### config.mk
export PLATFORM = sky130hd
export DESIGN_NAME = spi_master_shifter
export DESIGN_NICKNAME = d
export VERILOG_FILES = /design/src/rtl/spi_master_shifter.sv
export SDC_FILE = /design/constraint.sdc
export NUM_CORES = 1
export LEC_CHECK = 0
export ABC_CLOCK_PERIOD_IN_PS = 1720
export BUFFER_PORTS_ARGS = -buffer_cell sky130_fd_sc_hd__clkbuf_2
export CAP_MARGIN = 20
export CORE_AREA = 2 2 67 133
export CTS_BUF_LIST = sky130_fd_sc_hd__clkbuf_8
export CTS_CLUSTER_SIZE = 28
export DETAILED_ROUTE_END_ITERATION = 16
export DIE_AREA = 0 0 69 135
export GPL_TIMING_DRIVEN = 0
export PLACE_DENSITY = 0.76
export SYNTH_ARGS = -nofsm -noshare
export SYNTH_HDL_FRONTEND = slang
export SYNTH_SLANG_ARGS = --single-unit
### constraint.sdc
create_clock -name clk -period 1.72 [get_ports clk]
set_input_delay 0.344 -clock clk [delete_from_list [all_inputs] [get_ports clk]]
set_output_delay 0.344 -clock clk [all_outputs]
set_load 0.01 [all_outputs]
### src/rtl/spi_master_shifter.sv
// SPI mode-0 master shift engine: MSB-first full-duplex frame of DATA_W bits.
// Registered outputs; spi_clk generated from a HALF_PERIOD-cycle counter.
module spi_master_shifter #(
  parameter int DATA_W      = 32,
  parameter int HALF_PERIOD = 1
) (
  input  logic              clk,
  input  logic              rst,
  input  logic [DATA_W-1:0] tx_data,
  input  logic              tx_load,
  output logic              tx_ready,
  output logic              rx_ready,
  output logic [DATA_W-1:0] rx_data,
  output logic              rx_dv,
  output logic              spi_clk,
  output logic              mosi_out,
  input  logic              miso_in
);

  localparam int HW = (HALF_PERIOD > 1) ? $clog2(HALF_PERIOD) : 1;
  localparam int BW = (DATA_W > 1) ? $clog2(DATA_W) : 1;

  typedef enum logic [1:0] {
    S_IDLE,
    S_LOW,
    S_HIGH
  } state_t;

  state_t            r_state, w_state_nxt;
  logic [HW-1:0]     r_hcnt, w_hcnt_nxt;
  logic [BW-1:0]     r_bcnt, w_bcnt_nxt;
  logic [DATA_W-1:0] r_tx_sh, w_tx_sh_nxt;
  logic [DATA_W-1:0] r_rx_sh, w_rx_sh_nxt;
  logic [DATA_W-1:0] r_rx_data, w_rx_data_nxt;
  logic              r_rx_dv, w_rx_dv_nxt;
  logic              r_sclk, w_sclk_nxt;
  logic              r_mosi, w_mosi_nxt;
  logic              r_ready, w_ready_nxt;
  logic              w_hc_last;
  logic              w_bc_last;

  assign w_hc_last = (r_hcnt == HW'(HALF_PERIOD - 1));
  assign w_bc_last = (r_bcnt == BW'(DATA_W - 1));

  always_ff @(posedge clk) begin
    if (rst) begin
      r_state   <= S_IDLE;
      r_hcnt    <= '0;
      r_bcnt    <= '0;
      r_tx_sh   <= '0;
      r_rx_sh   <= '0;
      r_rx_data <= '0;
      r_rx_dv   <= 1'b0;
      r_sclk    <= 1'b0;
      r_mosi    <= 1'b0;
      r_ready   <= 1'b1;
    end else begin
      r_state   <= w_state_nxt;
      r_hcnt    <= w_hcnt_nxt;
      r_bcnt    <= w_bcnt_nxt;
      r_tx_sh   <= w_tx_sh_nxt;
      r_rx_sh   <= w_rx_sh_nxt;
      r_rx_data <= w_rx_data_nxt;
      r_rx_dv   <= w_rx_dv_nxt;
      r_sclk    <= w_sclk_nxt;
      r_mosi    <= w_mosi_nxt;
      r_ready   <= w_ready_nxt;
    end
  end

  always_comb begin
    w_state_nxt   = r_state;
    w_hcnt_nxt    = r_hcnt;
    w_bcnt_nxt    = r_bcnt;
    w_tx_sh_nxt   = r_tx_sh;
    w_rx_sh_nxt   = r_rx_sh;
    w_rx_data_nxt = r_rx_data;
    w_rx_dv_nxt   = 1'b0;
    w_sclk_nxt    = r_sclk;
    w_mosi_nxt    = r_mosi;
    w_ready_nxt   = r_ready;
    unique case (r_state)
      S_IDLE: begin
        if (tx_load) begin
          w_state_nxt = S_LOW;
          w_tx_sh_nxt = tx_data;
          w_mosi_nxt  = tx_data[DATA_W-1];
          w_hcnt_nxt  = '0;
          w_bcnt_nxt  = '0;
          w_ready_nxt = 1'b0;
        end
      end
      S_LOW: begin
        if (w_hc_last) begin
          w_state_nxt = S_HIGH;
          w_hcnt_nxt  = '0;
          w_sclk_nxt  = 1'b1;
          // sample on the rising edge, assembling MSB first
          w_rx_sh_nxt = {r_rx_sh[DATA_W-2:0], miso_in};
        end else begin
          w_hcnt_nxt = r_hcnt + HW'(1);
        end
      end
      S_HIGH: begin
        if (w_hc_last) begin
          w_hcnt_nxt = '0;
          w_sclk_nxt = 1'b0;
          if (w_bc_last) begin
            w_state_nxt   = S_IDLE;
            w_mosi_nxt    = 1'b0;
            w_rx_data_nxt = r_rx_sh;
            w_rx_dv_nxt   = 1'b1;
            w_ready_nxt   = 1'b1;
          end else begin
            w_state_nxt = S_LOW;
            w_bcnt_nxt  = r_bcnt + BW'(1);
            w_tx_sh_nxt = {r_tx_sh[DATA_W-2:0], 1'b0};
            w_mosi_nxt  = r_tx_sh[DATA_W-2];
          end
        end else begin
          w_hcnt_nxt = r_hcnt + HW'(1);
        end
      end
      default: begin
        w_state_nxt = S_IDLE;
      end
    endcase
  end

  assign tx_ready = r_ready;
  assign rx_ready = r_ready;
  assign rx_data  = r_rx_data;
  assign rx_dv    = r_rx_dv;
  assign spi_clk  = r_sclk;
  assign mosi_out = r_mosi;

endmodule

## Yosys cells after proc, flatten, opt, wreduce, memory -nomap -nowiden

Index checks and enable logic that the tools add are counted.

| storage, ports and cells | value |
|---|---|
| bits in writable memories | 0 |
| memories kept | 0 |
| bits of input ports | 36 |
| bits in latches | 0 |
| ROM bits | 0 |
| register bits | 107 |
| word-level logic and storage cells | 63 |

| operators by class | value |
|---|---|
| reduce and logical (&&, ||, !) cells | 14 |
| multiplexer cells | 27 |
| div/mod/pow operators | 0 |
| equal/unequal tests | 8 |
| add/subtract/negate cells | 2 |
| shift operators | 0 |
| $mul | 0 |
| bitwise gates (word level) | 2 |
| $lt $le $gt $ge | 0 |

Operators by type and width:

| kind | number |
|---|---|
| $mux W31 | 3 |
| $pmux W31 S2 | 1 |
| $mux W5 | 3 |
| $reduce_and A3 Y1 | 4 |
| $mux W1 | 11 |
| $ne A2 B2 Y1 const B | 5 |
| $pmux W5 S2 | 1 |
| $pmux W1 S2 | 4 |
| $reduce_and A4 Y1 | 2 |
| $mux W2 | 3 |
| $pmux W2 S3 | 1 |
| $reduce_bool A2 Y1 | 3 |
| $add A5 B1 Y5 const B | 1 |
| $eq A5 B5 Y1 const B | 1 |
| $reduce_and A2 Y1 | 2 |
| $reduce_or A3 Y1 | 1 |
| $eq A2 B1 Y1 const B | 1 |
| $eq A2 B2 Y1 const B | 1 |
| $logic_not A2 Y1 | 1 |
| $not A1 Y1 | 2 |
| $reduce_or A2 Y1 | 1 |
| $add A1 B1 Y1 const B | 1 |

## Longest topological paths before layout

Gate-level depths: netlist of run 1.

| logic depth | value |
|---|---|
| depth after elaboration | 4 |
| depth in mapped cells | 8 |
| gate-level depth less buffers | 6 |

## Worst setup path after synthesis of run 1

No wires, ideal clock.

| timing | value |
|---|---|
| path kind | flip-flop to flip-flop |
| start | register r_bcnt[0] |
| end | register r_bcnt[3] |
| required time | 1634 ps |
| setup slack | -120 ps |
| data arrival time | 1754 ps |
| period minus slack after synthesis | 1840 ps |
| library setup time | 86 ps |
| stages on the path, launching flop included | 7 |
| path buffers | 0 |
| cell sequence | dfxtp_1 > ha_1 > and3_1 > ha_1 > and2_1 > or4_1 > a211oi_1 |

RTL lines:

| element | line | text |
|---|---|---|
| from (decl) | 31 | `logic [BW-1:0] r_bcnt, w_bcnt_nxt;` |
| from (signal assigned) | 60 | `r_bcnt <= w_bcnt_nxt;` |
| $eq A5 B5 Y1 | 43 | `assign w_bc_last = (r_bcnt == BW'(DATA_W - 1));` |
| via w_bc_last | 40 | `logic w_bc_last;` |
| $ne A2 B2 Y1 (no line) | n/a |  |
| $reduce_and A4 Y1 (no line) | n/a |  |

The timed path passes the listed nets, and every way through them passes these cells. The select of a mux whose other input is x is not followed.
A chain may end at the register's enable or synchronous reset.

## Worst setup path in the final report of run 1

Ends and elaborated chain as after synthesis.

==> results of run 1 <==
[worst max-delay path, delay by kind of cell (launching register included)]
family	cells	cell delay, ns
AO/OA/AOI/OAI	1	0.19
adder cells (fa/ha/maj)	2	0.33
AND/OR/NAND/NOR	3	0.78
flip-flops	1	0.37
[per-stage QoR]
stage	worst slack [ns]	power, mW	hold slack, ns	cells
after global routing	-0.0525	5.17	0.248	644
after global placement	-0.278	3.25	0.444	628
after detailed placement	-0.418	3.27	0.449	628
after CTS	-0.00699	4.93	0.228	644
after floorplan	0.00743	3.11	0.431	459
final	-0.0211	4.96	0.235	644
[synthesized netlist by cell type (all sizes together)]
master | count | area, sq um
inv | 3 | 11.3
buf | 18 | 92.6
a21oi | 70 | 350
mux2i | 64 | 644
o21ai | 6 | 30.0
nor2 | 37 | 139
o31ai | 1 | 7.51
and3 | 3 | 21.3
nand2 | 72 | 270
nand3 | 5 | 25.0
or4 | 2 | 15.0
clkbuf | 20 | 75.1
o211ai | 1 | 7.51
nor2b | 3 | 18.8
and2 | 1 | 6.26
a31oi | 2 | 12.5
ha | 8 | 100
nand3b | 1 | 7.51
o21bai | 1 | 7.51
and2b | 1 | 10.0
mux2 | 1 | 11.3
nand2b | 2 | 12.5
dfxtp | 106 | 2120
a211oi | 31 | 233
[worst paths after layout]
| kind | from | to | slack, ns | depth (start not counted) |
|---|---|---|---|---|
| worst min-delay path | miso_in | r_rx_sh[0] | 0.24 | 3 |
| worst max-delay path | r_bcnt[0] | r_bcnt[3] | -0.02 | 6 |
| worst min register to register | rx_data[23] | rx_data[23] | 0.46 | 2 |
| worst max register to register | r_bcnt[0] | r_bcnt[3] | -0.02 | 6 |
[registers in the layout (all words and copies together) (netlist names)]
| signal | flops |
|---|---|
| mosi_out | 1 |
| r_bcnt | 5 |
| r_rx_sh | 32 |
| r_state | 2 |
| r_tx_sh | 31 |
| rx_data | 32 |
| rx_dv | 1 |
| rx_ready | 1 |
| spi_clk | 1 |
[power groups by stage]
stage | sequential (mW) | clock, mW | combinational [mW]
after floorplan | 2.67 | 0 | 0.441
after global placement | 2.67 | 0 | 0.574
after detailed placement | 2.68 | 0 | 0.591
after CTS | 2.63 | 1.70 | 0.606
after global routing | 2.64 | 1.80 | 0.721
final | 2.63 | 1.67 | 0.661
[area by class of cell]
cell class / count / area share
inverters: 3 / 0.00218
well taps: 98 / 0.0237
plain buffers: 38 / 0.0489
multi-input cells: 312 / 0.401
clock inverters: 7 / 0.0184
flip-flops and latches: 106 / 0.413
clock buffers: 9 / 0.0240
repair buffers: 71 / 0.0687
[per-layer routing]
layer | part of all wire | routed length, um
met2 | 0.55 | 5320
met3 | 0.043 | 413
met4 | 0.022 | 210
met5 | 0 | 0
met1 | 0.39 | 3740
[cell families (layout without fill, tap and decap cells)]
family / count (synthesis) / after routing / share of synthesized area
buffers and inverters: 41 / 128 / 0.0423
flip-flops: 106 / 106 / 0.502
AND/OR/NAND/NOR: 127 / 127 / 0.124
AO/OA/AOI/OAI: 112 / 112 / 0.153
adder cells (fa/ha/maj): 8 / 8 / 0.0237
multiplexers: 65 / 65 / 0.155
[what timing repair did]
| action | 4_1_cts | 5_1_grt |
|---|---|---|
| endpoints found under the setup margin | 65 | 62 |
| gates resized for setup | 32 | 43 |
| pin swaps | 2 | 3 |
==> flow_summary.toml, run 1 <==
[detailed_routing]
route.detailed.drc = 0
antenna_left = 0
firstDrtPassIters = 4
vias_per_cell = 5.49
routed_wl_um = 9680
vias = 3537
wl_per_cell_um = 15.0
drt-initial-drc-count = 225

[sta]
slew_viol_final = 0
tightestPinTransition_ns = 0.556
setup_viol = 1
fin_crit_ns = 1.74
tns_ns = -0.0211
fmax_mhz = 574
skew_ns = 0.0103
hold_viol = 0
slew_headroom = 0.630
fin_crit_sh = 1.01
final.setup.worst_slack_ns = -0.0211
rsz0062_at_grt = "true"

[setup_path]
startpoint_type = "register"
cp_max_fo = 4
end_kind = "register"
cpMaxStageDelayCell = "or4_4"
worst-setup-path-type = "reg -> reg"
cp.arrival_ns = 2.04
path_cells = "ha_4 > and3_4 > ha_4 > and2_4 > or4_4 > a211oi_2"
max_stage_delay_ns = 0.43
cpMostUsedCell = "ha_4"
cp.required_ns = 2.02

[synth]
syn-num-nets = 503
ys_types = 28
synth.avg_cell_area_sq_um = 9.22
yosysWarnings = 0
yosysSeqAreaShare = 0.502
synth_cells = 459
ys_ff_latch = 106
synth_area_sq_um = 4230

[power]
p_seq_frac = 0.530
p_comb_frac = 0.133
clockPowerShare = 0.336
p_leak_nw = 1.97
p_per_area_nw_per_um2 = 959
switching_power_mw = 1.27
vdd_drop_max_v = 0.000618
internal_power_mw = 3.69
p_sw_frac = 0.256

[global_routing]
grt.met3_usage = 0.0455
track_usage = 0.206
grt_max_degree = 18
grt_pass1_wl_um = 15400
antenna_found_initial = 0
overflow = 0
grt.busiest_layer = "met2"
gr-usage-met2 = 0.381
grt_pass1_vias = 3347
grt_util_met1 = 0.220

[floorplanning]
die_y_um = 135
fp.dieW_um = 69
ioPinCount = 73
num_rows = 47
core_area_sq_um = 8230
start_util = 0.514
die-area_sq_um = 9320

[place]
dp_hpwl_um = 6930
port_buffers = 71
gp_congestion = 0.854
place_area_sq_um = 4730

[status]
violations = "negative setup slack"
status = "finished, violations left"

[cts]
cts_tree = "built"
cts_setup_buffers = 0
insertion_delay_ns = 0.38
hold_buffers = 0
cts_buffer_depth = 2
cts.sinks = 106
cts.root.buffer_cell = "clkbuf_8"
htreeDepth = 3
clkTransAtPathRegs_ns = 0.09
cts_buffers = 9

[cells_and_area]
final_common_cell = "dfxtp_1"
num-nets-final = 585
final_util = 0.628
drive_gt1_frac = 0.262
area_growth_pct = 22.2
design_area_sq_um = 5170
antenna_cells = 0
multiInputGateArea_sq_um = 2070
nFillCells = 696
mostFrequentLayoutCells = "dfxtp_1, clkbuf_2, nand2_1, mux2i_1, a21oi_1"
register_area_sq_um = 2130

[job]
cap_violations = 0

[worst_hold_path]
worstHoldPathType = "in -> reg"
(Power assumes the default switching activity.)
==> run 2, diff against run 1 <==
--- a/config.mk
+++ b/config.mk
@@ -5,14 +5,15 @@
 export SDC_FILE = /design/constraint.sdc
 export NUM_CORES = 1
 export LEC_CHECK = 0
+export ABC_AREA = 1
 export ABC_CLOCK_PERIOD_IN_PS = 1720
 export BUFFER_PORTS_ARGS = -buffer_cell sky130_fd_sc_hd__clkbuf_2
 export CAP_MARGIN = 20
-export CORE_AREA = 2 2 67 133
+export CORE_AREA = 2 2 68 134
 export CTS_BUF_LIST = sky130_fd_sc_hd__clkbuf_8
 export CTS_CLUSTER_SIZE = 28
 export DETAILED_ROUTE_END_ITERATION = 16
-export DIE_AREA = 0 0 69 135
+export DIE_AREA = 0 0 70 136
 export GPL_TIMING_DRIVEN = 0
 export PLACE_DENSITY = 0.76
 export SYNTH_ARGS = -nofsm -noshare
==> run 2 against run 1 <==
The run now ends clean. Critical path depth increased by 5. Sequential power increased by 20%. Maximum frequency increased by 2.0%. First-iteration DRC count decreased by 12%. Synthesized cell count increased by 30%. Largest cell class unchanged. Clock skew decreased by 0.0027 ns. Largest power group unchanged.
==> flow_summary.toml, run 2 <==
[sta]
slew_headroom = 0.709
setup_viol = 0
holdWs_ns = 0.217
hold_viol = 0
fin_crit_ns = 1.71
tightestPinTransition_ns = 0.437
final.setup.worst_slack_ns = 0.0125
slew_viol_final = 0
skew_ns = 0.00761
fin_crit_sh = 0.993
fmax_mhz = 586

[power]
p_leak_nw = 2.42
clockPowerShare = 0.271
p_per_area_nw_per_um2 = 1290
switching_power_mw = 2.17
p_sw_frac = 0.325
p_comb_frac = 0.257
internal_power_mw = 4.52
p_seq_frac = 0.472
power_mw = 6.69
vdd_drop_max_v = 0.000811

[floorplanning]
die_y_um = 136
die-area_sq_um = 9520
ioPinCount = 73
start_util = 0.502
num_rows = 48
fp.dieW_um = 70
core_area_sq_um = 8530

[synth]
ys_types = 20
synthFlopType = "dfxtp_1"
synth.most_common_cell = "nor2_1"
ys_ff_latch = 106
syn-num-nets = 640
synth.avg_cell_area_sq_um = 7.18
synthArstFlopShare = 0
synth_commonest_cells = "nor2_1, nand2_1, dfxtp_1"
synth_edf_count = 0
yosysSeqAreaShare = 0.496
ys_top_cells_by_area = "dfxtp_1, nor2_1, nand2_1"
synth_top_cell_area_share = 0.496
yosysWarnings = 0
synth_top_cell_by_area = "dfxtp_1"
synth_area_sq_um = 4280
synth_cells = 596

[cells_and_area]
area_growth_pct = 20.8
drive_gt1_frac = 0.210
mostFrequentLayoutCells = "nor2_1, nand2_1, dfxtp_1, o21ai_0, clkbuf_2"
register_area_sq_um = 2130
design_area_sq_um = 5170
antenna_cells = 0
multiInputGateArea_sq_um = 1960
num-nets-final = 729
final_common_cell = "nor2_1"
final_cells = 790
nFillCells = 816

[worst_hold_path]
worstHoldPathType = "in -> reg"
hold_end = "r_tx_sh[0]"
min_from = "tx_data[0]"
min_path_cells = 3

[place]
gp_congestion = 0.806
place_area_sq_um = 4770
port_buffers = 72
placedCellCount = 768
place_ws_ns = -0.133
dp_hpwl_um = 7010

[cts]
cts_buffers = 9
htreeDepth = 3
insertion_delay_ns = 0.38
cts.root.buffer_cell = "clkbuf_8"
hold_buffers = 0
cts_tree = "built"
clkTransAtPathRegs_ns = 0.10
cts_buffer_depth = 2
cts.sinks = 106

[global_routing]
grt.busiest_layer = "met2"
grt_util_met1 = 0.221
track_usage = 0.208
grt_max_degree = 18
gr-usage-met2 = 0.388
grt.met3_usage = 0.0445
grt_pass1_wl_um = 16100
grt_pass1_vias = 3633
antenna_found_initial = 0
overflow = 0

[detailed_routing]
firstDrtPassIters = 4
route.detailed.drc = 0
routed_wl_um = 9650
antenna_left = 0
drt-initial-drc-count = 199
wl_per_cell_um = 12.2
vias_per_cell = 4.94
vias = 3899

[setup_path]
r2r_cells = 11
r2r_slack_ns = 0.01
cp.arrival_ns = 1.98
crit_family = "simple AND/OR/NAND/NOR gates"
max_stage_delay_ns = 0.38
r2r_start = "r_bcnt[0]"
end_kind = "register"
crit_buf_inv = 3
cp_max_fo = 10
path_cells = "ha_4 > nand2_2 > nor2_2 > ha_2 > nand2_2 > buf_12 > nand2_8 > inv_4 > buf_6 > nor2_1 > nor2_1"
worst-setup-path-type = "reg -> reg"
cpMaxStageDelayCell = "dfxtp_2"
cp.required_ns = 1.99
startpoint_type = "register"
reg2reg_to = "r_tx_sh[28]"

[status]
status = "finished, final reports clean"

[job]
cap_violations = 0
==> run 2: cell count changes in the layout (fill, tap and decap cells not counted), sizes merged, moves of 3 or more <==
cell,previous run,this run
o21ai,6,98
nand2,72,120
clkbuf,94,99
a211oi,31,1
nor2b,3,0
nor2,37,197
mux2i,64,0
and3,3,0
a21oi,70,7
inv,6,19
==> run 2: power by group through the flow <==
stage / clock [mW] / combinational [mW] / sequential, mW
floorplan: 0 / 1.19 / 3.12
global placement: 0 / 1.50 / 3.16
detailed placement: 0 / 1.55 / 3.18
CTS: 1.84 / 1.58 / 3.13
global route: 1.96 / 1.97 / 3.21
finish: 1.81 / 1.72 / 3.16
==> run 2: cell families (layout without fill, tap and decap cells) <==
family	after synthesis	after routing	share of synthesized area
adder cells (fa/ha/maj)	8	8	0.0234
flip-flops	106	106	0.496
AO/OA/AOI/OAI	106	106	0.124
AND/OR/NAND/NOR	322	323	0.291
buffers and inverters	54	147	0.0655
==> run 2: repair_timing <==
| action | in CTS | in global routing |
|---|---|---|
| gates resized for setup | 10 | 26 |
| setup buffers | 1 | 3 |
| setup endpoints to repair | 65 | 55 |
| gates cloned | 0 | 2 |
| pin swaps | 2 | 3 |
==> run 2: worst max-delay path by stage <==
stage,from,to,slack (ns),cells past startpoint
detailed placement,r_bcnt[0],r_tx_sh[18],-0.13,11
global route,r_bcnt[0],r_tx_sh[28],-0.02,11
global placement,r_bcnt[0],r_tx_sh[28],-0.08,11
finish,r_bcnt[0],r_tx_sh[28],0.01,11
floorplan,r_bcnt[0],r_tx_sh[1],0.17,11
CTS,r_bcnt[0],r_tx_sh[11],0.005,11
==> run 2: per-layer routing <==
metal | part of all wire | vias to the layer above
met2 | 0.55 | 80
li1 | - | 2044
met3 | 0.036 | 19
met1 | 0.39 | 1756
met5 | 0 | -
met4 | 0.023 | 0
==> run 2: through the flow <==
step	utilization	setup TNS, ns
2_1_floorplan	-	0
3_3_place_gp	0.559	-2.78
3_5_place_dp	0.559	-4.81
4_1_cts	0.592	0
5_1_grt	0.607	-0.0587
6_report	0.607	0
==> run 2: area by class of cell <==
type	count	share of cell area
clock buffer	9	0.0239
clock inverter	7	0.0227
multi-input combinational	437	0.379
timing repair buffer	77	0.0803
tap	100	0.0242
sequential	106	0.411
buffer	37	0.0462
inverter	17	0.0128
==> run 2: worst min-delay path, delay by kind of cell <==
| family | cells | cell delay, ns |
|---|---|---|
| and+or+nand+nor | 1 | 0.07 |
| AOI/OAI and AO/OA | 1 | 0.06 |
| buffers and inverters | 1 | 0.08 |
==> run 3, diff against run 2 <==
--- a/config.mk
+++ b/config.mk
@@ -16,6 +16,7 @@
 export DIE_AREA = 0 0 70 136
 export GPL_TIMING_DRIVEN = 0
 export PLACE_DENSITY = 0.76
+export REMOVE_ABC_BUFFERS = 1
 export SYNTH_ARGS = -nofsm -noshare
 export SYNTH_HDL_FRONTEND = slang
 export SYNTH_SLANG_ARGS = --single-unit
==> run 3 against run 2 <==
Global-route usage shrank 0.54 points. Count of clock-buffer cells in the layout grew 3. Design area shrank 2.9%. Cell count shrank 3.0%. Maximum frequency grew 1.9%. Combinational power shrank 3%. Critical path type unchanged. Largest cell class unchanged.
==> flow_summary.toml, run 3 (synthesis results as in run 2) <==
[sta]
fmax_mhz = 597
slew_headroom = 0.611
slew_viol_final = 0
fin_crit_ns = 1.67
tightestPinTransition_ns = 0.583
setup_viol = 0
skew_ns = 0.0104
fin_crit_sh = 0.974
final.setup.worst_slack_ns = 0.0451
hold_viol = 0
tns_ns = 0

[floorplanning]
fp.dieW_um = 70
core_area_sq_um = 8530
die_y_um = 136
die-area_sq_um = 9520
num_rows = 48
ioPinCount = 73
start_util = 0.502

[detailed_routing]
wl_per_cell_um = 12.8
antenna_left = 0
vias = 3883
vias_per_cell = 5.07
route.detailed.drc = 0
routed_wl_um = 9770
drt-initial-drc-count = 262
firstDrtPassIters = 4

[global_routing]
grt_max_degree = 59
track_usage = 0.202
overflow = 0
grt_pass1_vias = 3555
antenna_found_initial = 0
grt_pass1_wl_um = 15700

[cts]
cts.root.buffer_cell = "clkbuf_8"
clkTransAtPathRegs_ns = 0.09
cts_buffer_depth = 2
cts.sinks = 106
htreeDepth = 3
insertion_delay_ns = 0.37
hold_buffers = 0
cts_buffers = 9
cts_tree = "built"

[power]
switching_power_mw = 2.08
clockPowerShare = 0.229
internal_power_mw = 4.12
p_leak_nw = 2.37
vdd_drop_max_v = 0.000569
power_mw = 6.21
p_per_area_nw_per_um2 = 1240
p_seq_frac = 0.504
p_comb_frac = 0.267
p_sw_frac = 0.336

[setup_path]
end_kind = "register"
cp_max_fo = 19
cpMaxStageDelayCell = "dfxtp_2"
crit_family = "simple AND/OR/NAND/NOR gates"
cp.arrival_ns = 1.95
worst-setup-path-type = "reg -> reg"
cp.required_ns = 2.00
crit_buf_inv = 2
path_cells = "ha_2 > nand2_2 > nor2_4 > ha_4 > buf_4 > nand2_4 > nand3_1 > nand2_1 > inv_1 > nor2_1"
max_stage_delay_ns = 0.36
startpoint_type = "register"

[status]
status = "finished, final reports clean"

[cells_and_area]
nFillCells = 793
drive_gt1_frac = 0.189
final_util = 0.589
num-nets-final = 705
area_growth_pct = 17.3
final_common_cell = "nor2_1"
final_cells = 766
mostFrequentLayoutCells = "nor2_1, nand2_1, dfxtp_1, o21ai_0, clkbuf_2"
antenna_cells = 0

[place]
place_ws_ns = -0.831
port_buffers = 72
placedCellCount = 733
dp_hpwl_um = 5640
gp_congestion = 0.827

[job]
cap_violations = 0

[worst_hold_path]
worstHoldPathType = "in -> reg"
==> run 3: worst reg2reg max path, stage by stage (launching register included) <==
cell and delay (ns):
dfxtp_2 0.36, ha_2 0.20, nand2_2 0.09, nor2_4 0.16, ha_4 0.20, buf_4 0.15, nand2_4 0.15, nand3_1 0.13
nand2_1 0.06, inv_1 0.06, nor2_1 0.04
==> run 3: stage by stage <==
stage               hold slack (ns)  instance area, sq um
global placement              0.448                  4550
floorplan                     0.413                  4070
CTS                           0.197                  4920
global route                  0.225                  5020
finish                        0.200                  5020
detailed placement            0.468                  4590
==> run 3: what timing repair did <==
| action | 4_1_cts | 5_1_grt |
|---|---|---|
| pin swaps | 2 | 3 |
| gates cloned | 3 | 1 |
| gates resized for setup | 21 | 12 |
| setup endpoints to repair | 103 | 102 |
| setup buffers | 3 | 10 |
==> run 3: power by group through the flow <==
stage | sequential [mW] | clock, mW | combinational, mW
3_3_place_gp | 3.15 | 0 | 1.34
2_1_floorplan | 3.12 | 0 | 1.03
6_report | 3.13 | 1.42 | 1.66
3_5_place_dp | 3.16 | 0 | 1.40
4_1_cts | 3.12 | 1.45 | 1.56
5_1_grt | 3.18 | 1.53 | 1.91
==> run 3: layout make-up <==
cell class / instances / area, sq um / share of cell area
repair buffers: 87 / 505 / 0.101
well taps: 100 / 125 / 0.0249
clock buffers: 12 / 165 / 0.0329
repair inverters: 1 / 7.51 / 0.00149
multi-input cells: 439 / 1990 / 0.396
inverters: 17 / 85.1 / 0.0169
clock inverters: 4 / 17.5 / 0.00349
flip-flops and latches: 106 / 2130 / 0.423
==> run 3: path summary, 6_finish.rpt <==
check              from    endpoint  slack, ns  depth (start not counted)
max           r_bcnt[0]   r_bcnt[3]       0.05                         10
max reg2reg   r_bcnt[0]   r_bcnt[3]       0.05                         10
min reg2reg  r_tx_sh[0]  r_tx_sh[0]       0.48                          2
min             miso_in  r_rx_sh[0]       0.20                          3
==> run 3: layer usage <==
layer | wire, um | global-route usage
met1 | 3880 | 0.213
met2 | 5290 | 0.385
met3 | 398 | 0.0341
met4 | 200 | 0.0908
met5 | 0 | 0
